**src/rtl/mult_pkg.sv**
```systemverilog
// Shared types and constants for the sequential partial-product multiplier.
package mult_pkg;

  localparam int DEFAULT_WIDTH = 16;

  typedef enum logic [1:0] {
    IDLE = 2'd0,
    RUN  = 2'd1,
    DONE = 2'd2
  } state_t;

  function automatic int prod_width(input int width);
    return 2 * width;
  endfunction

endpackage

```
**src/rtl/pp_row_gen.sv**
```systemverilog
// Partial-product row generator: gates a whole vector by a single multiplier bit.
module pp_row_gen #(
  parameter int W = 32
) (
  input  logic [W-1:0] i_vec,
  input  logic         i_bit,
  output logic [W-1:0] o_row
);

  assign o_row = i_vec & {W{i_bit}};

endmodule

```
**src/rtl/pp_shift_accumulator.sv**
```systemverilog
// Shift-and-add multiplier consuming one partial-product row per cycle.
// Optional PP_EARLY_EXIT_EN ends the run once no set multiplier bits remain.
module pp_shift_accumulator
  import mult_pkg::*;
#(
  parameter int WIDTH = DEFAULT_WIDTH
) (
  input  logic                            clk,
  input  logic                            rst_n,
  input  logic                            in_valid,
  output logic                            in_ready,
  input  logic [WIDTH-1:0]                A,
  input  logic [WIDTH-1:0]                B,
  output logic                            out_valid,
  input  logic                            out_ready,
  output logic [prod_width(WIDTH)-1:0]    product,
  output logic                            busy
);

  localparam int PW = prod_width(WIDTH);
  localparam int CW = $clog2(WIDTH) + 1;

  state_t          r_state;
  state_t          w_next_state;
  logic [PW-1:0]   r_a_sh;
  logic [PW-1:0]   r_acc;
  logic [WIDTH-1:0] r_b_sh;
  logic [CW-1:0]   r_cnt;
  logic [PW-1:0]   w_row;
  logic            w_accept;
  logic            w_last;

  pp_row_gen #(.W(PW)) u_row_gen (
    .i_vec (r_a_sh),
    .i_bit (r_b_sh[0]),
    .o_row (w_row)
  );

  assign w_accept = in_valid && (r_state == IDLE);

`ifdef PP_EARLY_EXIT_EN
  // Remaining multiplier bits above the current one are all zero: this row is the last useful one.
  assign w_last = (r_cnt == CW'(WIDTH - 1)) || ((r_b_sh >> 1) == '0);
`else
  assign w_last = (r_cnt == CW'(WIDTH - 1));
`endif

  // NOTE: sequential state uses non-blocking assignments so every register samples pre-edge values.
  always_ff @(posedge clk or negedge rst_n) begin
    if (!rst_n) begin
      r_state <= IDLE;
    end else begin
      r_state <= w_next_state;
    end
  end

  // NOTE: default assignment first so no path through the case leaves the signal unassigned (no latch).
  always_comb begin
    w_next_state = r_state;
    case (r_state)
      IDLE:    if (w_accept) w_next_state = RUN;
      RUN:     if (w_last) w_next_state = DONE;
      DONE:    if (out_ready) w_next_state = IDLE;
      default: w_next_state = IDLE;
    endcase
  end

  always_comb begin
    in_ready  = (r_state == IDLE);
    out_valid = (r_state == DONE);
    busy      = (r_state == RUN);
  end

  // NOTE: all datapath registers reset so an aborted operation leaves nothing behind.
  always_ff @(posedge clk or negedge rst_n) begin
    if (!rst_n) begin
      r_a_sh <= '0;
      r_b_sh <= '0;
      r_acc  <= '0;
      r_cnt  <= '0;
    end else begin
      case (r_state)
        IDLE: begin
          if (w_accept) begin
            r_a_sh <= {{WIDTH{1'b0}}, A};
            r_b_sh <= B;
            r_acc  <= '0;
            r_cnt  <= '0;
          end
        end
        RUN: begin
          r_acc  <= r_acc + w_row;
          r_a_sh <= r_a_sh << 1;
          r_b_sh <= r_b_sh >> 1;
          r_cnt  <= r_cnt + CW'(1);
        end
        default: ;
      endcase
    end
  end

  assign product = r_acc;

endmodule

```
**config.mk**
```make
export PLATFORM = sky130hd
export DESIGN_NAME = pp_shift_accumulator
export DESIGN_NICKNAME = d
export VERILOG_FILES = /design/src/rtl/mult_pkg.sv /design/src/rtl/pp_row_gen.sv /design/src/rtl/pp_shift_accumulator.sv
export SDC_FILE = /design/constraint.sdc
export NUM_CORES = 1
export LEC_CHECK = 0
export BUFFER_PORTS_ARGS = -buffer_cell sky130_fd_sc_hd__buf_2
export CORE_MARGIN = 2
export CORE_UTILIZATION = 55
export DETAILED_ROUTE_END_ITERATION = 8
export PLACE_DENSITY = 0.83
export REMOVE_ABC_BUFFERS = 1
export SLEW_MARGIN = 20
export SYNTH_ARGS = -nofsm -noshare
export SYNTH_HDL_FRONTEND = slang
export SYNTH_HIERARCHICAL = 1
export SYNTH_SLANG_ARGS = --single-unit
```
**constraint.sdc**
```tcl
create_clock -name clk -period 5.14 [get_ports clk]
set_input_delay 1.028 -clock clk [delete_from_list [all_inputs] [get_ports clk]]
set_output_delay 1.028 -clock clk [all_outputs]
set_load 0.05 [all_outputs]
```
==> results of run 1 <==
## per-layer routing
metal	track usage	wire length [um]	vias to the layer above
met5	0	0	-
met4	0.0964	260	0
li1	-	-	2169
met1	0.351	5790	2173
met2	0.396	5880	128
met3	0.0472	600	23
## sequential cells by signal, summed over array words and instances (netlist names)
| signal | count |
|---|---|
| product | 32 |
| r_a_sh | 32 |
| r_b_sh | 16 |
| r_cnt | 5 |
| r_state | 2 |
## stage by stage
step	hold slack (ps)	std cells	instance area (sq um)
finish	493	754	5980
global route	526	754	5980
CTS	494	754	5970
detailed placement	472	739	5730
global placement	463	739	5730
floorplan	450	535	5170
## worst paths after layout
kind | end | slack [ps] | cells after the start
worst min-delay path | r_b_sh[14] | 490 | 2
max in group asynchronous | r_a_sh[20] | 3890 | 1
min in group asynchronous | product[25] | 710 | 1
worst max register to register | product[29] | 1380 | 11
worst min register to register | r_b_sh[14] | 490 | 2
worst max-delay path | product[29] | 1380 | 11
## placed cells by master (no fill, tap or decap), types with 4 or more instances in the layout
cell and instances:
a21o_1 18, a21oi_1 39, a22o_1 23, a22oi_1 29, a31oi_1 9, and2_2 32, and3_1 6, buf_2 69
buf_4 5, clkbuf_8 9, dfrtp_1 87, ha_1 33, inv_1 7, nand2_1 62, nand2b_1 6, nor2_1 13
nor2b_1 22, nor3_1 4, nor3b_1 4, o21ai_0 72, o21bai_1 4, xnor2_1 13, xor2_1 11
## kinds of logic (layout without fill, tap and decap cells)
family / Yosys count / count (layout) / synth area share
AOI/OAI and AO/OA: 221 / 221 / 0.274
xor gates and xnor gates: 24 / 24 / 0.0396
adders and majority gates: 34 / 34 / 0.0815
buffers and inverters: 42 / 98 / 0.0323
DFF: 87 / 87 / 0.410
muxes: 1 / 1 / 0.00188
and+or+nand+nor: 160 / 160 / 0.160
## power by group
part,switching [mW],internal [mW]
Sequential,0.251,0.959
Clock,0.265,0.325
Combinational,1.14,0.590
## layout make-up
class,count,share of cell area
tap,129,0.0270
sequential,87,0.364
multi-input combinational,440,0.498
inverter,8,0.00502
clock buffer,9,0.0207
clock inverter,6,0.0195
timing repair buffer,75,0.0659
## worst register-to-register path, cell delays in order, from the launching register on
cell and delay, ps:
dfrtp_1 880, and2_2 290, ha_1 250, a211oi_2 250, o21ai_2 130, o2111ai_1 230, nand2_1 120, o41ai_2 500
a21boi_0 220, o21a_1 220, or3_1 310, a32o_1 250
==> metrics.txt, run 1 <==
# TYPE chip_impl_metric gauge
chip_impl_metric{name="numCtsBuffers",unit=""} 9
chip_impl_metric{name="synth-seq-cells",unit=""} 87
chip_impl_info{name="tritoncts",value="built"} 1
chip_impl_metric{name="via_count_of_the_routed_design",unit=""} 4493
chip_impl_metric{name="die_area",unit="sq mm"} 0.0105
chip_impl_metric{name="timing_max_transition_violations_final",unit=""} 0
chip_impl_info{name="cpMaxStageDelayCell",value="dfrtp_1"} 1
chip_impl_info{name="synthFlopType",value="dfrtp_1"} 1
chip_impl_info{name="r2r-start",value="r_b_sh[0]"} 1
chip_impl_metric{name="synth-edff-count",unit=""} 0
chip_impl_info{name="hold_class",value="flip-flop to flip-flop"} 1
chip_impl_metric{name="avgRoutedWirePerCell",unit="um"} 16.6
chip_impl_info{name="path_delay_family",value="compound AO/OA/AOI/OAI gates"} 1
chip_impl_metric{name="drtIter0Drc",unit=""} 240
chip_impl_metric{name="dp_worst_setup_slack",unit="ps"} 1530
chip_impl_info{name="synth.largest_area_cell",value="dfrtp_1"} 1
chip_impl_metric{name="layout_setup_ws",unit="ps"} 1380
chip_impl_metric{name="io_buffer_count",unit=""} 70
chip_impl_metric{name="p_per_area",unit="mW/mm^2"} 591
chip_impl_metric{name="drive_gt1_frac",unit=""} 0.210
chip_impl_metric{name="synthArstFlopShare",unit=""} 1.00
chip_impl_metric{name="clock-sinks",unit=""} 87
chip_impl_metric{name="critical-path-max-stage-delay",unit="ps"} 880
chip_impl_metric{name="cts_max_level",unit=""} 3
chip_impl_metric{name="post_drt_via_cell_ratio",unit=""} 5.96
chip_impl_metric{name="cp_max_fo",unit=""} 34
chip_impl_info{name="post-synth-top-count-cell",value="dfrtp_1"} 1
chip_impl_info{name="synth_commonest_cells",value="dfrtp_1 (87), o21ai_0 (72), nand2_1 (62)"} 1
chip_impl_metric{name="layout_worst_path_cycle_share",unit=""} 0.732
chip_impl_metric{name="placement_rows",unit=""} 35
chip_impl_metric{name="layout-area-overhead-vs-synth",unit="%"} 12.5
chip_impl_metric{name="first_pass_grt_wire_length",unit="mm"} 21.0
chip_impl_metric{name="fp.dieH",unit="um"} 102
chip_impl_metric{name="yosysUniqueCellTypes",unit=""} 51
chip_impl_metric{name="post-cts-setup-buffers",unit=""} 0
chip_impl_metric{name="cts.clk_slew.worst_paths",unit="ps"} 90
chip_impl_metric{name="grt_start_max_net_pins",unit=""} 88
chip_impl_metric{name="gp_routability_congestion",unit=""} 0.956
chip_impl_metric{name="netlist_instances",unit=""} 569
chip_impl_info{name="synth.top_cells.by_area",value="dfrtp_1 (41%), ha_1 (7.8%), o21ai_0 (6.8%)"} 1
chip_impl_metric{name="n_antenna_cell",unit=""} 0
chip_impl_metric{name="critical_path_required",unit="ps"} 5400
chip_impl_metric{name="routed_wl",unit="mm"} 12.5
chip_impl_metric{name="synth-warning-count",unit=""} 6
chip_impl_metric{name="detailed_place_hpwl",unit="mm"} 8.50
chip_impl_metric{name="slew_of_the_pin_with_the_lowest_slew_margin",unit="ps"} 856
chip_impl_metric{name="drv.max_cap_violation_count",unit=""} 0
chip_impl_metric{name="layout_min_cycle_time",unit="ps"} 3760
chip_impl_metric{name="timing.fmax",unit="MHz"} 266
chip_impl_metric{name="total_of_endpoints_with_negative_setup_slack_in_the_final_report",unit=""} 0
chip_impl_metric{name="io_pins",unit=""} 71
chip_impl_metric{name="number_of_global_route_vias_before_repair",unit=""} 4406
chip_impl_info{name="critical_path.endpoint_type",value="flip-flop"} 1
chip_impl_metric{name="antenna_left",unit=""} 0
chip_impl_metric{name="static-leakage-power",unit="nW"} 2.89
chip_impl_metric{name="postCtsResizedCells",unit=""} 0
chip_impl_info{name="timing.critical_path.from_type",value="flip-flop"} 1
chip_impl_metric{name="cts_max_path_buffers",unit=""} 2
chip_impl_metric{name="finish.net_count",unit=""} 691
chip_impl_metric{name="grt-ovfl-total",unit=""} 0
chip_impl_metric{name="drc_violation_count_after_routing",unit=""} 0
chip_impl_metric{name="count_of_buffering_cells_on_the_critical_path_with_inverters_included",unit=""} 0
chip_impl_metric{name="cp_data_arrival_time",unit="ps"} 4020
chip_impl_metric{name="setup_tns",unit="ps"} 0
chip_impl_metric{name="register_area",unit="sq mm"} 0.00218
chip_impl_info{name="worstSetupStartpoint",value="r_b_sh[0]"} 1
chip_impl_metric{name="detail_route.first_pass.iterations",unit=""} 4
chip_impl_info{name="path_class",value="flip-flop to flip-flop"} 1
chip_impl_metric{name="cts_hold_repair.buffers",unit=""} 0
chip_impl_metric{name="number_of_antenna_violations_at_the_first_check_in_global_routing",unit=""} 0
chip_impl_metric{name="placeableCoreArea",unit="sq mm"} 0.00928
chip_impl_metric{name="yosysTopAreaCellShare",unit=""} 0.410
chip_impl_metric{name="syn-mean-instance-area",unit="sq um"} 9.33
chip_impl_metric{name="multiInputGateArea",unit="sq mm"} 0.00297
chip_impl_metric{name="vdd_drop_max",unit="uV"} 294
chip_impl_info{name="ctsRootBufferMaster",value="clkbuf_8"} 1
chip_impl_metric{name="die-width",unit="um"} 102
chip_impl_info{name="holdCritStartpoint",value="r_b_sh[14]"} 1
chip_impl_info{name="status",value="finished, final reports clean"} 1
chip_impl_metric{name="starting_density",unit=""} 0.572
chip_impl_metric{name="synth.cell_area",unit="sq mm"} 0.00531
chip_impl_metric{name="yosysSeqAreaShare",unit=""} 0.410
chip_impl_metric{name="worst_case_clock_skew",unit="ps"} 9.78
chip_impl_metric{name="groute.usage.overall",unit=""} 0.253
chip_impl_metric{name="maxSlewHeadroom",unit=""} 0.429
chip_impl_metric{name="postLayoutCoreUtil",unit=""} 0.644
chip_impl_metric{name="total_power",unit="mW"} 3.53
chip_impl_metric{name="hold_viol_final",unit=""} 0
chip_impl_info{name="crit_path_cell_trace",value="and2_2, ha_1, a211oi_2, o21ai_2, o2111ai_1, nand2_1, o41ai_2, a21boi_0, o21a_1, or3_1, a32o_1"} 1
chip_impl_metric{name="worst_skew_pair.late_latency",unit="ps"} 370
chip_impl_info{name="rsz_0062_raised_after_global_routing",value="false"} 1
chip_impl_metric{name="filler_cell_count",unit=""} 778
(Power assumes the default switching activity.)
==> inputs of run 2 (changes only) <==
Settings changed: CORE_UTILIZATION 55 to 53.
Clock period 5.14 ns to 3.3 ns, I/O delays scaled along.
==> metrics.txt, run 2 (synthesis results as in run 1) <==
# TYPE chip_impl_metric gauge
chip_impl_metric{name="antenna_left",unit=""} 0
chip_impl_metric{name="layout_worst_path_cycle_share",unit=""} 0.973
chip_impl_metric{name="placeableCoreArea",unit="sq mm"} 0.00973
chip_impl_metric{name="rr_worst_depth",unit=""} 12
chip_impl_metric{name="vdd_drop_max",unit="uV"} 426
chip_impl_metric{name="first_pass_grt_wire_length",unit="mm"} 22.3
chip_impl_info{name="path_delay_family",value="compound AO/OA/AOI/OAI gates"} 1
chip_impl_info{name="critical_path.endpoint_type",value="flip-flop"} 1
chip_impl_metric{name="grt-ovfl-total",unit=""} 0
chip_impl_metric{name="drv.max_cap_violation_count",unit=""} 0
chip_impl_metric{name="filler_cell_count",unit=""} 821
chip_impl_metric{name="timing_max_transition_violations_final",unit=""} 0
chip_impl_metric{name="grt.met2_usage",unit=""} 0.430
chip_impl_metric{name="r2r_setup_slack",unit="ps"} 90
chip_impl_info{name="tritoncts",value="built"} 1
chip_impl_metric{name="detail_route.first_pass.iterations",unit=""} 5
chip_impl_metric{name="groute.usage.overall",unit=""} 0.252
chip_impl_metric{name="gp_routability_congestion",unit=""} 0.882
chip_impl_metric{name="cts_max_path_buffers",unit=""} 2
chip_impl_info{name="rsz_0062_raised_after_global_routing",value="false"} 1
chip_impl_metric{name="number_of_antenna_violations_at_the_first_check_in_global_routing",unit=""} 0
chip_impl_metric{name="starting_density",unit=""} 0.546
chip_impl_metric{name="layout_setup_ws",unit="ps"} 88.1
chip_impl_metric{name="io_pins",unit=""} 71
chip_impl_metric{name="dp_worst_setup_slack",unit="ps"} -43.4
chip_impl_metric{name="numCtsBuffers",unit=""} 9
chip_impl_metric{name="clock-sinks",unit=""} 87
chip_impl_metric{name="gr-usage-met1",unit=""} 0.329
chip_impl_metric{name="total_of_endpoints_with_negative_setup_slack_in_the_final_report",unit=""} 0
chip_impl_info{name="layout_commonest_cell",value="dfrtp_1"} 1
chip_impl_metric{name="p_per_area",unit="mW/mm^2"} 921
chip_impl_metric{name="placedInstanceArea",unit="sq mm"} 0.00581
chip_impl_info{name="path_class",value="flip-flop to flip-flop"} 1
chip_impl_info{name="crit-reg2reg-capture",value="product[31]"} 1
chip_impl_metric{name="cts_max_level",unit=""} 3
chip_impl_info{name="gr-max-usage-layer",value="met2"} 1
chip_impl_metric{name="total_power",unit="mW"} 5.65
chip_impl_metric{name="drtIter0Drc",unit=""} 349
chip_impl_metric{name="static-leakage-power",unit="nW"} 2.96
chip_impl_metric{name="combinationalPowerShare",unit=""} 0.512
chip_impl_metric{name="register_area",unit="sq mm"} 0.00218
chip_impl_metric{name="fp.dieH",unit="um"} 104
chip_impl_metric{name="cts.clk_slew.worst_paths",unit="ps"} 100
chip_impl_metric{name="number_of_global_route_vias_before_repair",unit=""} 4618
chip_impl_metric{name="pwr-share-clk",unit=""} 0.156
chip_impl_metric{name="avgRoutedWirePerCell",unit="um"} 17.5
chip_impl_metric{name="finish.net_count",unit=""} 705
chip_impl_metric{name="worst_skew_pair.late_latency",unit="ps"} 370
chip_impl_metric{name="timing.fmax",unit="MHz"} 311
chip_impl_metric{name="io_buffer_count",unit=""} 70
chip_impl_metric{name="drive_gt1_frac",unit=""} 0.244
chip_impl_info{name="ctsRootBufferMaster",value="clkbuf_8"} 1
chip_impl_info{name="status",value="finished, final reports clean"} 1
chip_impl_metric{name="net_switching_share_of_the_total_power",unit=""} 0.475
chip_impl_metric{name="net-switching-power",unit="mW"} 2.68
chip_impl_metric{name="multiInputGateArea",unit="sq mm"} 0.00302
chip_impl_info{name="most-common-layout-cells",value="dfrtp_1 (86), o21ai_0 (70), buf_2 (69)"} 1
chip_impl_metric{name="layout-area-overhead-vs-synth",unit="%"} 15.6
chip_impl_metric{name="critical_path_required",unit="ps"} 3560
chip_impl_info{name="critPathCapture",value="product[31]"} 1
chip_impl_metric{name="cp_data_arrival_time",unit="ps"} 3470
chip_impl_info{name="worstSetupStartpoint",value="r_b_sh[0]"} 1
chip_impl_metric{name="die_area",unit="sq mm"} 0.0108
chip_impl_metric{name="maxSlewHeadroom",unit=""} 0.467
chip_impl_metric{name="via_count_of_the_routed_design",unit=""} 4703
chip_impl_metric{name="internal_power",unit="mW"} 2.97
chip_impl_metric{name="cp_max_fo",unit=""} 6
chip_impl_metric{name="layout_min_cycle_time",unit="ps"} 3210
chip_impl_metric{name="grt.met3_usage",unit=""} 0.0388
chip_impl_metric{name="placement_rows",unit=""} 36
chip_impl_metric{name="routed_wl",unit="mm"} 13.5
chip_impl_metric{name="hold_viol_final",unit=""} 0
chip_impl_metric{name="n_antenna_cell",unit=""} 0
chip_impl_metric{name="worst_case_clock_skew",unit="ps"} 16.2
chip_impl_info{name="hold_class",value="input port to asynchronous set/reset pin"} 1
chip_impl_metric{name="die-width",unit="um"} 104
chip_impl_metric{name="count_of_buffering_cells_on_the_critical_path_with_inverters_included",unit=""} 1
chip_impl_metric{name="slew_of_the_pin_with_the_lowest_slew_margin",unit="ps"} 800
chip_impl_metric{name="drc_violation_count_after_routing",unit=""} 0
chip_impl_info{name="timing.critical_path.from_type",value="flip-flop"} 1
chip_impl_metric{name="post_drt_via_cell_ratio",unit=""} 6.08
chip_impl_metric{name="critical-path-max-stage-delay",unit="ps"} 440
chip_impl_info{name="cpMaxStageDelayCell",value="dfrtp_2"} 1
chip_impl_metric{name="cp_num_cells",unit=""} 12
chip_impl_metric{name="finalInstanceArea",unit="sq mm"} 0.00614
chip_impl_info{name="crit_path_cell_trace",value="clkbuf_2, and2_2, ha_2, a21o_1, a21o_1, a21oi_1, o21ai_2, o41ai_4, a21oi_1, or3_1, and2_0, a221o_1"} 1
chip_impl_metric{name="grt_start_max_net_pins",unit=""} 88
chip_impl_metric{name="pwr-share-seq",unit=""} 0.332
chip_impl_info{name="r2r-start",value="r_b_sh[0]"} 1
chip_impl_metric{name="detailed_place_hpwl",unit="mm"} 9.27
run 2: worst register-to-register path: cells and delay by family, from the launching register on:
kind / cells / cell delay [ps]
adder cells (fa/ha/maj): 1 / 300
AO/OA/AOI/OAI: 7 / 1520
buffers and inverters: 1 / 160
AND/OR/NAND/NOR: 3 / 710
flip-flops: 1 / 440
run 2: metal layers:
metal / wire [um] / part of all wire
met5: 0 / 0
met4: 266 / 0.020
met3: 749 / 0.055
met2: 6660 / 0.49
met1: 5870 / 0.43
run 2: worst min-delay path by stage:
stage / startpoint / endpoint / cells past startpoint
final: rst_n / product[16] / 1
after global routing: rst_n / product[9] / 1
after CTS: r_cnt[4] / r_cnt[4] / 2
after detailed placement: r_cnt[4] / r_cnt[4] / 2
after global placement: r_b_sh[6] / r_b_sh[6] / 2
after floorplan: rst_n / product[0] / 0
run 2: timing repair:
item                                    CTS  global route
resized for setup                         2            12
gates cloned                              0             0
pin swaps                                 0             6
endpoints found under the hold margin     0             0
endpoints found under the setup margin    4             7
setup buffers                             0             4
hold buffers                              0             0
run 2: metrics by stage:
step / hold slack, ps / utilization / instances / setup TNS [ps]
2_1_floorplan: 364 / - / 535 / -6340
3_3_place_gp: 463 / 0.597 / 753 / 0
3_5_place_dp: 472 / 0.597 / 753 / -57.2
4_1_cts: 495 / 0.623 / 769 / 0
5_1_grt: 410 / 0.631 / 773 / 0
6_report: 351 / 0.631 / 773 / 0
run 2: power by group through the flow:
| stage | combinational, mW | sequential [mW] | clock, mW |
|---|---|---|---|
| 2_1_floorplan | 1.43 | 2.43 | 0 |
| 3_3_place_gp | 2.68 | 1.88 | 0 |
| 3_5_place_dp | 2.79 | 1.90 | 0 |
| 4_1_cts | 2.81 | 1.89 | 0.889 |
| 5_1_grt | 3.14 | 1.94 | 0.936 |
| 6_report | 2.90 | 1.88 | 0.880 |
run 2: layout make-up:
cell class,instances,area share
Clock buffer,10,0.0224
Tap cell,133,0.0271
Clock inverter,6,0.0159
Sequential cell,87,0.355
Inverter,8,0.00489
Timing Repair Buffer,89,0.0829
Multi-Input combinational cell,440,0.492
==> inputs of run 3 (changes only) <==
Settings changed: CORE_ASPECT_RATIO set to 1.5.
==> metrics.txt, run 3 (synthesis results as in run 1) <==
# TYPE chip_impl_metric gauge
chip_impl_metric{name="via_count_of_the_routed_design",unit=""} 4673
chip_impl_metric{name="cts_max_level",unit=""} 3
chip_impl_info{name="path_class",value="flip-flop to flip-flop"} 1
chip_impl_metric{name="routed_wl",unit="mm"} 13.4
chip_impl_metric{name="internal_power",unit="mW"} 3.15
chip_impl_info{name="violated_checks",value="DRC"} 1
chip_impl_metric{name="layout-area-overhead-vs-synth",unit="%"} 18.0
chip_impl_metric{name="placement_rows",unit=""} 44
chip_impl_info{name="rsz_0062_raised_after_global_routing",value="true"} 1
chip_impl_metric{name="cp_data_arrival_time",unit="ps"} 3430
chip_impl_metric{name="drv.max_cap_violation_count",unit=""} 0
chip_impl_info{name="cpMaxStageDelayCell",value="dfrtp_2"} 1
chip_impl_metric{name="io_buffer_count",unit=""} 70
chip_impl_metric{name="vdd_drop_max",unit="uV"} 494
chip_impl_metric{name="timing_max_transition_violations_final",unit=""} 0
chip_impl_metric{name="critical-path-max-stage-delay",unit="ps"} 460
chip_impl_metric{name="finish.net_count",unit=""} 715
chip_impl_metric{name="layout_setup_ws",unit="ps"} 84.6
chip_impl_metric{name="timing.fmax",unit="MHz"} 311
chip_impl_metric{name="layout_worst_path_cycle_share",unit=""} 0.974
chip_impl_metric{name="net_switching_share_of_the_total_power",unit=""} 0.463
chip_impl_info{name="critical_path.most_common_cell",value="o21ai_0"} 1
chip_impl_metric{name="cts.clk_slew.worst_paths",unit="ps"} 60
chip_impl_metric{name="place_inst",unit=""} 744
chip_impl_metric{name="rr_worst_depth",unit=""} 14
chip_impl_metric{name="critical_path_required",unit="ps"} 3520
chip_impl_metric{name="drive_gt1_frac",unit=""} 0.257
chip_impl_metric{name="drc_violation_count_after_routing",unit=""} 5
chip_impl_metric{name="number_of_global_route_vias_before_repair",unit=""} 4668
chip_impl_metric{name="cp_num_cells",unit=""} 14
chip_impl_metric{name="gp_routability_congestion",unit=""} 0.835
chip_impl_info{name="layout_commonest_cell",value="dfrtp_1"} 1
chip_impl_info{name="most-common-layout-cells",value="dfrtp_1 (86), o21ai_0 (71), buf_2 (70)"} 1
chip_impl_metric{name="count_of_buffering_cells_on_the_critical_path_with_inverters_included",unit=""} 2
chip_impl_metric{name="layout_min_cycle_time",unit="ps"} 3220
chip_impl_info{name="timing.critical_path.from_type",value="flip-flop"} 1
chip_impl_info{name="critical_path.endpoint_type",value="flip-flop"} 1
chip_impl_metric{name="io_pins",unit=""} 71
chip_impl_metric{name="fp.dieH",unit="um"} 127
chip_impl_metric{name="postLayoutCoreUtil",unit=""} 0.643
chip_impl_info{name="path_delay_family",value="compound AO/OA/AOI/OAI gates"} 1
chip_impl_metric{name="pwr-share-clk",unit=""} 0.177
chip_impl_metric{name="detail_route.first_pass.iterations",unit=""} 9
chip_impl_metric{name="grt_start_max_net_pins",unit=""} 88
chip_impl_metric{name="static-leakage-power",unit="nW"} 3.03
chip_impl_metric{name="avgRoutedWirePerCell",unit="um"} 17.5
chip_impl_metric{name="p_per_area",unit="mW/mm^2"} 935
chip_impl_info{name="status",value="finished with violations"} 1
chip_impl_metric{name="grt-ovfl-total",unit=""} 0
chip_impl_info{name="crit_path_cell_trace",value="buf_4, and2_2, ha_1, inv_1, fa_1, nand2b_1, a21oi_1, o21bai_2, o21ai_0, a221o_1, a311oi_1, o21bai_1, xnor2_1, o21ai_0"} 1
chip_impl_metric{name="detailed_place_hpwl",unit="mm"} 9.23
chip_impl_metric{name="antenna_left",unit=""} 0
chip_impl_metric{name="total_of_endpoints_with_negative_setup_slack_in_the_final_report",unit=""} 0
chip_impl_metric{name="slew_of_the_pin_with_the_lowest_slew_margin",unit="ps"} 792
chip_impl_metric{name="die_area",unit="sq mm"} 0.0109
chip_impl_metric{name="dp_worst_setup_slack",unit="ps"} 33.7
chip_impl_info{name="ctsRootBufferMaster",value="clkbuf_16"} 1
chip_impl_metric{name="groute.usage.overall",unit=""} 0.253
chip_impl_metric{name="filler_cell_count",unit=""} 763
chip_impl_metric{name="cts_hold_repair.buffers",unit=""} 0
chip_impl_metric{name="starting_density",unit=""} 0.545
chip_impl_metric{name="die-width",unit="um"} 85.7
chip_impl_info{name="tritoncts",value="built"} 1
chip_impl_metric{name="placeableCoreArea",unit="sq mm"} 0.00974
chip_impl_metric{name="pwr-share-seq",unit=""} 0.325
chip_impl_metric{name="worst_skew_pair.late_latency",unit="ps"} 350
chip_impl_metric{name="number_of_antenna_violations_at_the_first_check_in_global_routing",unit=""} 0
chip_impl_metric{name="net-switching-power",unit="mW"} 2.71
chip_impl_metric{name="total_power",unit="mW"} 5.86
chip_impl_metric{name="maxSlewHeadroom",unit=""} 0.470
chip_impl_metric{name="final_cell_count_no_fill",unit=""} 765
chip_impl_metric{name="cts_max_path_buffers",unit=""} 2
chip_impl_metric{name="hold_viol_final",unit=""} 0
chip_impl_metric{name="drtIter0Drc",unit=""} 375
chip_impl_metric{name="first_pass_grt_wire_length",unit="mm"} 22.1
chip_impl_info{name="hold_class",value="input port to asynchronous set/reset pin"} 1
chip_impl_metric{name="post_drt_via_cell_ratio",unit=""} 6.11
chip_impl_metric{name="worst_case_clock_skew",unit="ps"} 12.2
chip_impl_metric{name="clock-sinks",unit=""} 87
chip_impl_metric{name="cp_max_fo",unit=""} 6
chip_impl_metric{name="numCtsBuffers",unit=""} 9
chip_impl_metric{name="n_antenna_cell",unit=""} 0
chip_impl_metric{name="combinationalPowerShare",unit=""} 0.498
[run 3: routing by layer]
metal / part of all wire / vias to the layer above / track usage
li1: - / 2231 / -
met1: 0.41 / 2292 / 0.310
met4: 0.020 / 0 / 0.112
met3: 0.039 / 18 / 0.0384
met5: 0 / - / 0
met2: 0.53 / 132 / 0.437
[run 3: cell type report]
cell class	count	area [sq um]	area share
clock buffers	10	229	0.0365
multi-input cells	440	3030	0.484
repair buffers	99	586	0.0934
well taps	115	144	0.0229
flip-flops and latches	87	2180	0.347
clock inverters	6	68.8	0.0110
inverters	8	30.0	0.00479
[run 3: timing repair]
item,in CTS,in global routing
hold endpoints to repair,0,0
resized for setup,0,15
buffers inserted,0,4
setup endpoints to repair,0,9
[run 3: per-stage QoR]
| step | hold slack [ps] | TNS [ps] | cell area (sq um) |
|---|---|---|---|
| global route | 446 | -159 | 6270 |
| detailed placement | 476 | 0 | 5870 |
| floorplan | 364 | -6340 | 5170 |
| global placement | 461 | 0 | 5870 |
| CTS | 491 | 0 | 6170 |
| finish | 383 | 0 | 6270 |
[run 3: final timing paths]
kind	start	end	slack (ps)
max	r_b_sh[0]	product[16]	80
min	rst_n	product[19]	380
max reg2reg	r_b_sh[0]	product[16]	80
min reg2reg	r_b_sh[5]	r_b_sh[5]	490
max in group asynchronous	rst_n	r_b_sh[0]	2340
min in group clk	r_b_sh[5]	r_b_sh[5]	490
[run 3: power groups by stage]
stage,sequential (mW),combinational (mW),clock [mW]
3_5_place_dp,1.90,2.83,0
6_report,1.90,2.92,1.04
5_1_grt,1.96,3.18,1.10
2_1_floorplan,2.43,1.43,0
4_1_cts,1.89,2.85,1.05
3_3_place_gp,1.88,2.73,0
